===== src/rtl/fm_sb_pkg.sv =====
// Shared types and defaults for the fast-monitoring spy-buffer readout engine.
package fm_sb_pkg;

    localparam int FM_SB_N      = 29;
    localparam int FM_AW        = 16;
    localparam int FM_DW        = 32;
    localparam int FM_SBW       = $clog2(FM_SB_N);
    localparam int FM_RD_SETTLE = 4;
    localparam int FM_RD_DEPTH  = 8;

    typedef enum logic [2:0] {
        FM_RD_IDLE     = 3'd0,
        FM_RD_FRZ_WAIT = 3'd1,
        FM_RD_READ     = 3'd2,
        FM_RD_DRAIN    = 3'd3,
        FM_RD_HOLD     = 3'd4
    } fm_rd_state_t;

    // One entry of the output stream as it sits in the readout FIFO.
    typedef struct packed {
        logic [FM_DW-1:0]  data;
        logic [FM_SBW-1:0] sb;
        logic              last;
    } fm_stream_word_t;

    // HOLD keeps the freeze but is not considered busy.
    function automatic logic fm_rd_is_busy(input fm_rd_state_t s);
        return (s == FM_RD_FRZ_WAIT) || (s == FM_RD_READ) || (s == FM_RD_DRAIN);
    endfunction

endpackage


===== src/rtl/fm_rd_fifo.sv =====
// First-word-fall-through FIFO with occupancy count, synchronous flush and
// synchronous active-high reset.
module fm_rd_fifo #(
    parameter int W     = 8,
    parameter int DEPTH = 8
) (
    input  logic                   i_clk,
    input  logic                   i_rst,
    input  logic                   i_flush,
    input  logic                   i_wr,
    input  logic [W-1:0]           i_wdata,
    input  logic                   i_rd,
    output logic [W-1:0]           o_rdata,
    output logic                   o_empty,
    output logic [$clog2(DEPTH):0] o_count
);
    localparam int PW = $clog2(DEPTH);
    localparam logic [PW:0] FULL_V = (PW+1)'(DEPTH);

    logic [W-1:0]  r_mem [DEPTH];
    logic [PW-1:0] r_wr_ptr;
    logic [PW-1:0] r_rd_ptr;
    logic [PW:0]   r_count;
    logic          w_wr;
    logic          w_rd;

    assign w_wr    = i_wr && (r_count != FULL_V);
    assign w_rd    = i_rd && (r_count != {(PW+1){1'b0}});
    assign o_empty = (r_count == {(PW+1){1'b0}});
    assign o_count = r_count;
    assign o_rdata = r_mem[r_rd_ptr];

    // Pointer and occupancy bookkeeping; flush behaves like reset.
    always_ff @(posedge i_clk) begin
        if (i_rst || i_flush) begin
            r_wr_ptr <= {PW{1'b0}};
            r_rd_ptr <= {PW{1'b0}};
            r_count  <= {(PW+1){1'b0}};
        end else begin
            if (w_wr) begin
                r_wr_ptr <= r_wr_ptr + PW'(1);
            end
            if (w_rd) begin
                r_rd_ptr <= r_rd_ptr + PW'(1);
            end
            case ({w_wr, w_rd})
                2'b10:   r_count <= r_count + (PW+1)'(1);
                2'b01:   r_count <= r_count - (PW+1)'(1);
                default: r_count <= r_count;
            endcase
        end
    end

    // Storage array; contents need no reset because occupancy gates visibility.
    always_ff @(posedge i_clk) begin
        if (w_wr && !i_flush && !i_rst) begin
            r_mem[r_wr_ptr] <= i_wdata;
        end
    end

endmodule


===== src/rtl/fm_spy_reader.sv =====
// Spy-buffer readout engine: freezes one buffer, reads a programmed address
// window from it and streams the words out with valid/ready backpressure.
module fm_spy_reader
    import fm_sb_pkg::*;
#(
    parameter int SB_N   = FM_SB_N,
    parameter int AW     = FM_AW,
    parameter int DW     = FM_DW,
    parameter int SETTLE = FM_RD_SETTLE,
    parameter int DEPTH  = FM_RD_DEPTH
) (
    input  logic                    i_clk_hs,
    input  logic                    i_rst_hs,
    input  logic                    i_start,
    input  logic [$clog2(SB_N)-1:0] i_start_sb,
    input  logic [AW-1:0]           i_start_addr,
    input  logic [AW-1:0]           i_word_count,
    input  logic                    i_hold_freeze,
    input  logic                    i_release,
    input  logic                    i_abort,
    output logic [SB_N-1:0]         o_freeze,
    output logic [SB_N-1:0]         o_spy_en,
    output logic [AW-1:0]           o_spy_addr,
    input  logic [DW*SB_N-1:0]      i_spy_data,
    output logic [DW-1:0]           o_m_data,
    output logic [$clog2(SB_N)-1:0] o_m_sb,
    output logic                    o_m_valid,
    output logic                    o_m_last,
    input  logic                    i_m_ready,
    output logic                    o_busy,
    output logic                    o_done,
    output logic                    o_err
);
    localparam int SBW = $clog2(SB_N);
    localparam int CW  = $clog2(DEPTH) + 1;
    localparam int STW = $clog2(SETTLE + 1);
    localparam logic [SBW-1:0] SB_MAX      = SBW'(SB_N - 1);
    localparam logic [STW-1:0] SETTLE_LAST = STW'(SETTLE - 1);
    localparam logic [CW:0]    DEPTH_V     = (CW+1)'(DEPTH);

    fm_rd_state_t    r_state;
    fm_rd_state_t    w_state_nx;
    logic [SBW-1:0]  r_sb;
    logic [SBW-1:0]  w_sb_nx;
    logic [AW-1:0]   r_next_addr;
    logic [AW-1:0]   r_remaining;
    logic [AW-1:0]   r_spy_addr;
    logic            r_hold;
    logic            r_zero;
    logic [STW-1:0]  r_settle;
    logic            r_rd_act;
    logic            r_rd_last;
    logic            r_cap;
    logic            r_cap_last;
    logic [SB_N-1:0] r_spy_en;
    logic [SB_N-1:0] r_freeze;
    logic            r_busy;
    logic            r_done;
    logic            r_err;

    logic            w_start_ok;
    logic            w_start_bad;
    logic            w_abort;
    logic            w_pop;
    logic            w_last_hs;
    logic            w_room;
    logic            w_issue;
    logic            w_done_nx;
    logic [CW-1:0]   w_fifo_count;
    logic            w_fifo_empty;
    logic [CW:0]     w_cnt_nx;
    logic [DW-1:0]   w_spy_word [SB_N];
    fm_stream_word_t w_wr_word;
    fm_stream_word_t w_rd_word;

    function automatic logic [SB_N-1:0] f_onehot(input logic [SBW-1:0] idx);
        f_onehot = {{(SB_N-1){1'b0}}, 1'b1} << idx;
    endfunction

    for (genvar g = 0; g < SB_N; g++) begin : g_spy
        assign w_spy_word[g] = i_spy_data[g*DW +: DW];
    end

    assign w_start_ok  = (r_state == FM_RD_IDLE) && i_start && (i_start_sb <= SB_MAX);
    assign w_start_bad = (r_state == FM_RD_IDLE) && i_start && (i_start_sb > SB_MAX);
    assign w_abort     = i_abort && (r_state != FM_RD_IDLE);
    assign w_pop       = !w_fifo_empty && i_m_ready;
    assign w_last_hs   = w_pop && w_rd_word.last;
    assign w_sb_nx     = w_start_ok ? i_start_sb : r_sb;

    // Next-state selection and completion pulse.
    always_comb begin
        w_state_nx = r_state;
        w_done_nx  = 1'b0;
        case (r_state)
            FM_RD_IDLE: begin
                if (w_start_ok) w_state_nx = FM_RD_FRZ_WAIT;
                else            w_state_nx = FM_RD_IDLE;
            end
            FM_RD_FRZ_WAIT: begin
                if (w_abort)                       w_state_nx = FM_RD_IDLE;
                else if (r_settle == SETTLE_LAST)  w_state_nx = r_zero ? FM_RD_DRAIN : FM_RD_READ;
                else                               w_state_nx = FM_RD_FRZ_WAIT;
            end
            FM_RD_READ: begin
                if (w_abort)                          w_state_nx = FM_RD_IDLE;
                else if (r_remaining == {AW{1'b0}})   w_state_nx = FM_RD_DRAIN;
                else                                  w_state_nx = FM_RD_READ;
            end
            FM_RD_DRAIN: begin
                if (w_abort) begin
                    w_state_nx = FM_RD_IDLE;
                end else if (r_zero || w_last_hs) begin
                    w_done_nx  = 1'b1;
                    w_state_nx = r_hold ? FM_RD_HOLD : FM_RD_IDLE;
                end else begin
                    w_state_nx = FM_RD_DRAIN;
                end
            end
            FM_RD_HOLD: begin
                if (w_abort || i_release) w_state_nx = FM_RD_IDLE;
                else                      w_state_nx = FM_RD_HOLD;
            end
            default: w_state_nx = FM_RD_IDLE;
        endcase
    end

    // A read is launched one cycle ahead, so room is judged on next-cycle
    // occupancy plus the read that is already in flight.
    assign w_cnt_nx = {1'b0, w_fifo_count} + {{CW{1'b0}}, r_cap} - {{CW{1'b0}}, w_pop};
    assign w_room   = (w_cnt_nx + {{CW{1'b0}}, r_rd_act}) < DEPTH_V;
    assign w_issue  = (w_state_nx == FM_RD_READ) && (r_remaining != {AW{1'b0}}) && w_room;

    assign w_wr_word = '{data: w_spy_word[r_sb], sb: r_sb, last: r_cap_last};

    fm_rd_fifo #(
        .W     ($bits(fm_stream_word_t)),
        .DEPTH (DEPTH)
    ) u_fifo (
        .i_clk   (i_clk_hs),
        .i_rst   (i_rst_hs),
        .i_flush (w_abort),
        .i_wr    (r_cap),
        .i_wdata (w_wr_word),
        .i_rd    (w_pop),
        .o_rdata (w_rd_word),
        .o_empty (w_fifo_empty),
        .o_count (w_fifo_count)
    );

    // Transfer context, read pipeline and capture pipeline.
    always_ff @(posedge i_clk_hs) begin
        if (i_rst_hs) begin
            r_state     <= FM_RD_IDLE;
            r_sb        <= {SBW{1'b0}};
            r_next_addr <= {AW{1'b0}};
            r_remaining <= {AW{1'b0}};
            r_hold      <= 1'b0;
            r_zero      <= 1'b0;
            r_settle    <= {STW{1'b0}};
            r_rd_act    <= 1'b0;
            r_rd_last   <= 1'b0;
            r_cap       <= 1'b0;
            r_cap_last  <= 1'b0;
        end else begin
            r_state <= w_state_nx;
            if (w_start_ok) begin
                r_sb        <= i_start_sb;
                r_next_addr <= i_start_addr;
                r_remaining <= i_word_count;
                r_hold      <= i_hold_freeze;
                r_zero      <= (i_word_count == {AW{1'b0}});
            end else if (w_issue) begin
                r_next_addr <= r_next_addr + AW'(1);
                r_remaining <= r_remaining - AW'(1);
            end
            r_settle   <= ((r_state == FM_RD_FRZ_WAIT) && (w_state_nx == FM_RD_FRZ_WAIT))
                          ? r_settle + STW'(1) : {STW{1'b0}};
            r_rd_act   <= w_issue;
            r_rd_last  <= w_issue && (r_remaining == AW'(1));
            r_cap      <= r_rd_act && !w_abort;
            r_cap_last <= r_rd_last;
        end
    end

    // Registered control outputs.
    always_ff @(posedge i_clk_hs) begin
        if (i_rst_hs) begin
            r_spy_en   <= {SB_N{1'b0}};
            r_spy_addr <= {AW{1'b0}};
            r_freeze   <= {SB_N{1'b0}};
            r_busy     <= 1'b0;
            r_done     <= 1'b0;
            r_err      <= 1'b0;
        end else begin
            r_spy_en   <= w_issue ? f_onehot(r_sb) : {SB_N{1'b0}};
            r_spy_addr <= w_issue ? r_next_addr : {AW{1'b0}};
            r_freeze   <= (w_state_nx != FM_RD_IDLE) ? f_onehot(w_sb_nx) : {SB_N{1'b0}};
            r_busy     <= fm_rd_is_busy(w_state_nx);
            r_done     <= w_done_nx;
            r_err      <= w_start_bad;
        end
    end

    assign o_freeze   = r_freeze;
    assign o_spy_en   = r_spy_en;
    assign o_spy_addr = r_spy_addr;
    assign o_busy     = r_busy;
    assign o_done     = r_done;
    assign o_err      = r_err;
    assign o_m_valid  = !w_fifo_empty;
    assign o_m_data   = o_m_valid ? w_rd_word.data : {DW{1'b0}};
    assign o_m_sb     = o_m_valid ? w_rd_word.sb   : {SBW{1'b0}};
    assign o_m_last   = o_m_valid && w_rd_word.last;

endmodule

===== config.mk =====
export PLATFORM = sky130hd
export DESIGN_NAME = fm_spy_reader
export DESIGN_NICKNAME = d
export VERILOG_FILES = /design/src/rtl/fm_sb_pkg.sv /design/src/rtl/fm_rd_fifo.sv /design/src/rtl/fm_spy_reader.sv
export SDC_FILE = /design/constraint.sdc
export NUM_CORES = 1
export LEC_CHECK = 0
export CAP_MARGIN = 10
export CORE_AREA = 8 8 419 421
export DETAILED_ROUTE_END_ITERATION = 7
export DIE_AREA = 0 0 427 429
export GPL_TIMING_DRIVEN = 0
export PLACE_DENSITY = 0.46
export REMOVE_ABC_BUFFERS = 1
export SYNTH_ARGS = -nofsm -noshare
export SYNTH_HDL_FRONTEND = slang
export SYNTH_SLANG_ARGS = --single-unit

===== constraint.sdc =====
create_clock -name i_clk_hs -period 15.1 [get_ports i_clk_hs]
set_clock_uncertainty 0.05 [all_clocks]
set_input_delay 3.02 -clock i_clk_hs [delete_from_list [all_inputs] [get_ports i_clk_hs]]
set_output_delay 3.02 -clock i_clk_hs [all_outputs]
set_load 0.05 [all_outputs]

Word level (Yosys, flattened, before mapping)

Memory sizes are Yosys's and may differ from the RTL's. A register that Yosys moved wholly into a read port is not among the register bits.
Cells that the tools add are included.

Register bits after elaboration: 136
Bits in latches: 0
Bits in writable memories: 304
Memory bits (read-only): 0
Output and inout bits: 116
Memories kept: 1

Memory list:

| name         | words | bits a word | read ports | clocked after Yosys merged registers in | write ports | line             | text |
|---|---|---|---|---|---|---|---|
| u_fifo.r_mem | 8     | 38          | 1          | 1                                       | 1           | fm_rd_fifo.sv:20 | `logic [W-1:0] r_mem [DEPTH];` |

Add/subtract/negate cells: 10
Multiply operators: 0
Div/mod/pow operators: 0
Order comparisons: 4
Eq/ne operators: 12
Shifts and indexed selects: 2
Mux-type cells: 27
Bitwise operators: 5
Reductions and logical operators: 38

Operators with widths:

| operator                                                              | number |
|---|---|
| 32-bit binary-select mux with 5-bit select                            | 1 |
| 32-bit two-way mux                                                    | 3 |
| 16-bit two-way mux                                                    | 4 |
| 1-bit by 5-bit << shifter with 29-bit output (first input constant)   | 2 |
| 16-bit zero test                                                      | 2 |
| 3-bit two-way mux                                                     | 6 |
| 16-bit by 1-bit adder with 16-bit output (second input constant)      | 1 |
| 16-bit by 1-bit == test with 1-bit output (second input constant)     | 1 |
| 1-bit logical AND                                                     | 16 |
| 16-bit nonzero test                                                   | 1 |
| 16-bit by 1-bit subtractor with 16-bit output (second input constant) | 1 |
| 3-bit by 2-bit == test with 1-bit output (second input constant)      | 5 |
| 3-bit one-hot mux with 5 select lines                                 | 1 |
| 5-bit two-way mux                                                     | 2 |
| 3-bit by 1-bit adder with 3-bit output (second input constant)        | 3 |
| 4-bit one-hot mux with 2 select lines                                 | 1 |
| 3-bit by 1-bit == test with 1-bit output (second input constant)      | 2 |
| 6-bit >= comparator (second input constant)                           | 1 |
| 1-bit two-way mux                                                     | 6 |
| 2-bit two-way mux                                                     | 3 |
| 5-bit inverter with 6-bit output                                      | 1 |
| 3-bit nonzero test                                                    | 2 |
| 2-bit OR reduction                                                    | 3 |
| 4-bit by 1-bit adder with 5-bit output                                | 1 |
| other kinds (19)                                                      | 29 |

Logic depth before layout (Yosys ltp)

Word-level depth: 13
Depth in mapped cells: 17
Mapped depth without buffers: 15

By module

A second synthesis with hierarchy kept.

Cells, all modules: 1614
Area total of the unflattened synthesis: 24407.2 µm²

Modules (own cells, without submodules):

| module        | times used | cells each | area each (µm²) | sequential area each (µm²) |
|---|---|---|---|---|
| fm_spy_reader | 1          | 1100       | 12351.8         | 2522.4 |
| fm_rd_fifo    | 1          | 514        | 12055.3         | 9389.0 |

Worst setup path after synthesis

No wires, ideal clock.

Path kind: in2reg
Start: input port i_rst_hs
End: memory u_fifo.r_mem[0][0] in the netlist's numbering (enable)
Arrival time: 6.472 ns
Data required time: 14.569 ns
Slack: 8.098 ns
Stages on the path: 5
Cells stage by stage: clkbuf_1 clkinv_1 nand2_1 or3_1 nor3_1

Longest elaborated chain between the ends: 4

RTL lines:

| what                                    | line                | text |
|---|---|---|
| start: declaration                      | fm_spy_reader.sv:13 | `input logic i_rst_hs,` |
| 1-bit zero test                         | fm_rd_fifo.sv:56    | `if (w_wr && !i_flush && !i_rst) begin` |
| 1-bit logical AND                       | fm_rd_fifo.sv:56    |  |
| 1-bit two-way mux                       | fm_rd_fifo.sv:56    |  |
| 1-bit two-way mux (implied by the code) | fm_rd_fifo.sv:57    | `r_mem[r_wr_ptr] <= i_wdata;` |
| end: declaration                        | fm_rd_fifo.sv:20    |  |

Every way passes these cells.

==> impl_metrics.json <==
{
  "status": "finished clean",
  "drive_gt1_share_pct": 20.15,
  "async_flop_share_pct": 0,
  "synth_edf_count": 304,
  "final_common_cell": "clkdlybuf4s50_1",
  "port-buffer-count": 1087,
  "dp_slack_ns": 8.341,
  "post_cts_buffers": 0,
  "ir_worst_vdd_uv": 72.62,
  "final_cell_mix": "clkdlybuf4s50_1 (1086), mux4_2 (332), edfxtp_1 (304), dfxtp_1 (131), nor2_1 (108)",
  "fmax_ghz": 0.1524,
  "clock_path_buffers": 3,
  "cpPeakStageDelay_ns": 0.76,
  "dp_cells": 4837,
  "crit_type": "flop to primary output",
  "powerDensity_mw_per_mm2": 80.85,
  "vias_per_cell": 3.946,
  "grt_antenna_before_repair": 30,
  "clkPwrFrac_pct": 36.9,
  "hold_buffers": 0,
  "hold_violations": 0,
  "grt_max_degree": 66,
  "slew_headroom_pct": 39.05,
  "post-route-min-period_ns": 6.562,
  "gr-usage-all-layers_pct": 13.05,
  "drtAntennaViolNets": 0,
  "fill_cells": 17774,
  "p_total_mw": 3.270,
  "ys_warn_count": 0,
  "tightest_slew_ns": 0.9143,
  "fin_cells": 4936,
  "max_cap_viol_count": 0,
  "seq_area_mm2": 0.01194,
  "coreArea_mm2": 0.1685,
  "hpwl_um": 103600,
  "start_util_pct": 14.60,
  "routed_wl_um": 125400,
  "crit_fanout": 36,
  "critPathCaptureType": "primary output",
  "clk_pin_slew_worst_paths_ns": 0.06,
  "p_int_mw": 2.454,
  "syn_area_per_cell_um2": 15.21,
  "grt_overflow_total": 0,
  "synth_area_mm2": 0.02461,
  "grt_pass1_wl_um": 171300,
  "arrival_ns": 3.49,
  "fin_crit_sh_pct": 43.46,
  "dpl_cell_area_mm2": 0.03879,
  "seq_power_share_pct": 41.8,
  "cp.required_ns": 12.03,
  "die-height_um": 429,
  "die_w_um": 427,
  "drc_errors": 0,
  "vias": 19475,
  "start_kind": "flop",
  "synth_flop_cell": "edfxtp_1",
  "leakagePower_nw": 12.48,
  "finalMaxSlewViolations": 0,
  "cts_tree": "built",
  "drt_iter0_drc": 1322,
  "clockRootBuffer": "clkbuf_16",
  "numCtsBuffers": 51,
  "hold_path_class": "flop to flop",
  "setup_viol": 0,
  "synthCells": 1618,
  "htreeDepth": 2,
  "avgRoutedWirePerCell_um": 25.40,
  "ios": 1088,
  "grt_pass1_vias": 21032,
  "nNetsFinal": 3662,
  "setup-tns-final_ns": 0,
  "combPwrFrac_pct": 21.2,
  "rows": 151,
  "rsz0062_at_grt": "no",
  "synth_seq_area_share_pct": 48.40,
  "p_sw_mw": 0.8162,
  "postLayoutCellArea_mm2": 0.04045,
  "crit_chain": "buf_16, mux4_2, mux2i_1, nor2_1, clkdlybuf4s50_1",
  "cts_resized": 0,
  "critPathSlowestCell": "clkdlybuf4s50_1",
  "clkLatencyLatePin_ns": 0.64,
  "multi_input_area_mm2": 0.01211,
  "finalWorstSetupSlack_ns": 8.538,
  "cts.sinks": 443,
  "synth_cell_type_count": 70,
  "floorplan.die_area_mm2": 0.1832,
  "ys_seq_elements": 443,
  "first_pass_iters": 7,
  "switching_share_pct": 24.96,
  "syn_to_final_growth_pct": 64.36,
  "gp_congestion": 0.8864
}
## state kept, by name, summed over array words and instances (netlist names), 3 cells and up, named ones only
register / count
r_remaining: 16
u_fifo.o_count: 4
r_state: 3
r_settle: 3
r_next_addr: 16
o_freeze: 29
o_spy_addr: 16
u_fifo.r_mem: 304
u_fifo.r_rd_ptr: 3
r_sb: 5
o_spy_en: 29
u_fifo.r_wr_ptr: 3
## per-layer routing
layer | GRT usage, % | vias up | wire length (um)
met5 | 0 | - | 125
met4 | 3.139 | 20 | 2669
met3 | 3.864 | 120 | 8597
met2 | 23.01 | 653 | 64990
met1 | 15.53 | 9925 | 49000
li1 | - | 8757 | -
## logic make-up after synthesis
group                      share of synthesized area (%)
DFF                                                48.40
muxes                                              33.66
AOI/OAI and AO/OA                                  5.232
adders and majority gates                         0.9457
buffers and inverters                              2.649
xor gates and xnor gates                          0.7830
and+or+nand+nor                                    8.323
## final cells by class
cell class	count	area share, %
timing repair buffer	1139	29.41
sequential	443	29.52
antenna	8	0.04950
clock buffer	66	3.347
inverter	17	0.1640
multi-input combinational	1020	29.95
clock inverter	25	0.6898
tap	2218	6.861
## synth_stat cells, types with 6 or more instances
library cell	count	area (um2)
a211oi_1	43	322.8
a21oi_1	78	390.4
a311oi_1	12	105.1
and2_1	12	75.07
and2_4	9	78.83
and3_1	8	50.05
buf_1	36	135.1
buf_2	21	105.1
clkbuf_1	75	281.5
dfxtp_1	139	2783
edfxtp_1	304	9129
ha_1	17	212.7
inv_1	15	56.30
mux2_2	33	371.6
mux2i_1	42	420.4
mux4_2	332	7477
nand2_1	48	180.2
nand3b_1	7	52.55
nor2_1	114	427.9
nor2b_1	69	431.7
nor3_1	38	190.2
nor4_1	16	100.1
o2111ai_1	6	52.55
o21ai_0	21	105.1
or3_1	14	87.58
xnor2_1	6	52.55
xor2_1	16	140.1
## path summary, 6_finish.rpt
| check | startpoint | end | slack, ns | depth (start not counted) |
|---|---|---|---|---|
| setup reg to reg | u_fifo.o_count[3] | o_spy_en[9] | 10.57 | 15 |
| hold / removal | r_settle[0] | r_settle[0] | 0.38 | 1 |
| hold reg to reg | r_settle[0] | r_settle[0] | 0.38 | 1 |
| setup / recovery | flop | o_m_data[20] | 8.54 | 5 |
## critical path: cells and delay by family (launching register included)
| family | cells | cell delay, ns |
|---|---|---|
| buf+inv | 2 | 1.02 |
| flops | 1 | 0.45 |
| mux | 2 | 1.19 |
| simple gates | 1 | 0.09 |
## through the flow
step	util, %	hold slack, ns
4_1_cts	23.99	0.3874
6_report	24.00	0.3809
3_5_place_dp	23.02	0.3790
2_1_floorplan	-	0.3492
3_3_place_gp	22.36	0.3610
5_1_grt	24.00	0.3986
## power groups by stage
stage | sequential [mW] | clock, mW | combinational (mW)
finish | 1.37 | 1.21 | 0.694
global route | 1.37 | 1.30 | 0.744
CTS | 1.37 | 1.26 | 0.704
detailed placement | 1.39 | 0 | 0.701
global placement | 1.46 | 0 | 0.716
floorplan | 1.43 | 0 | 0.316
(Power assumes the default switching activity.)
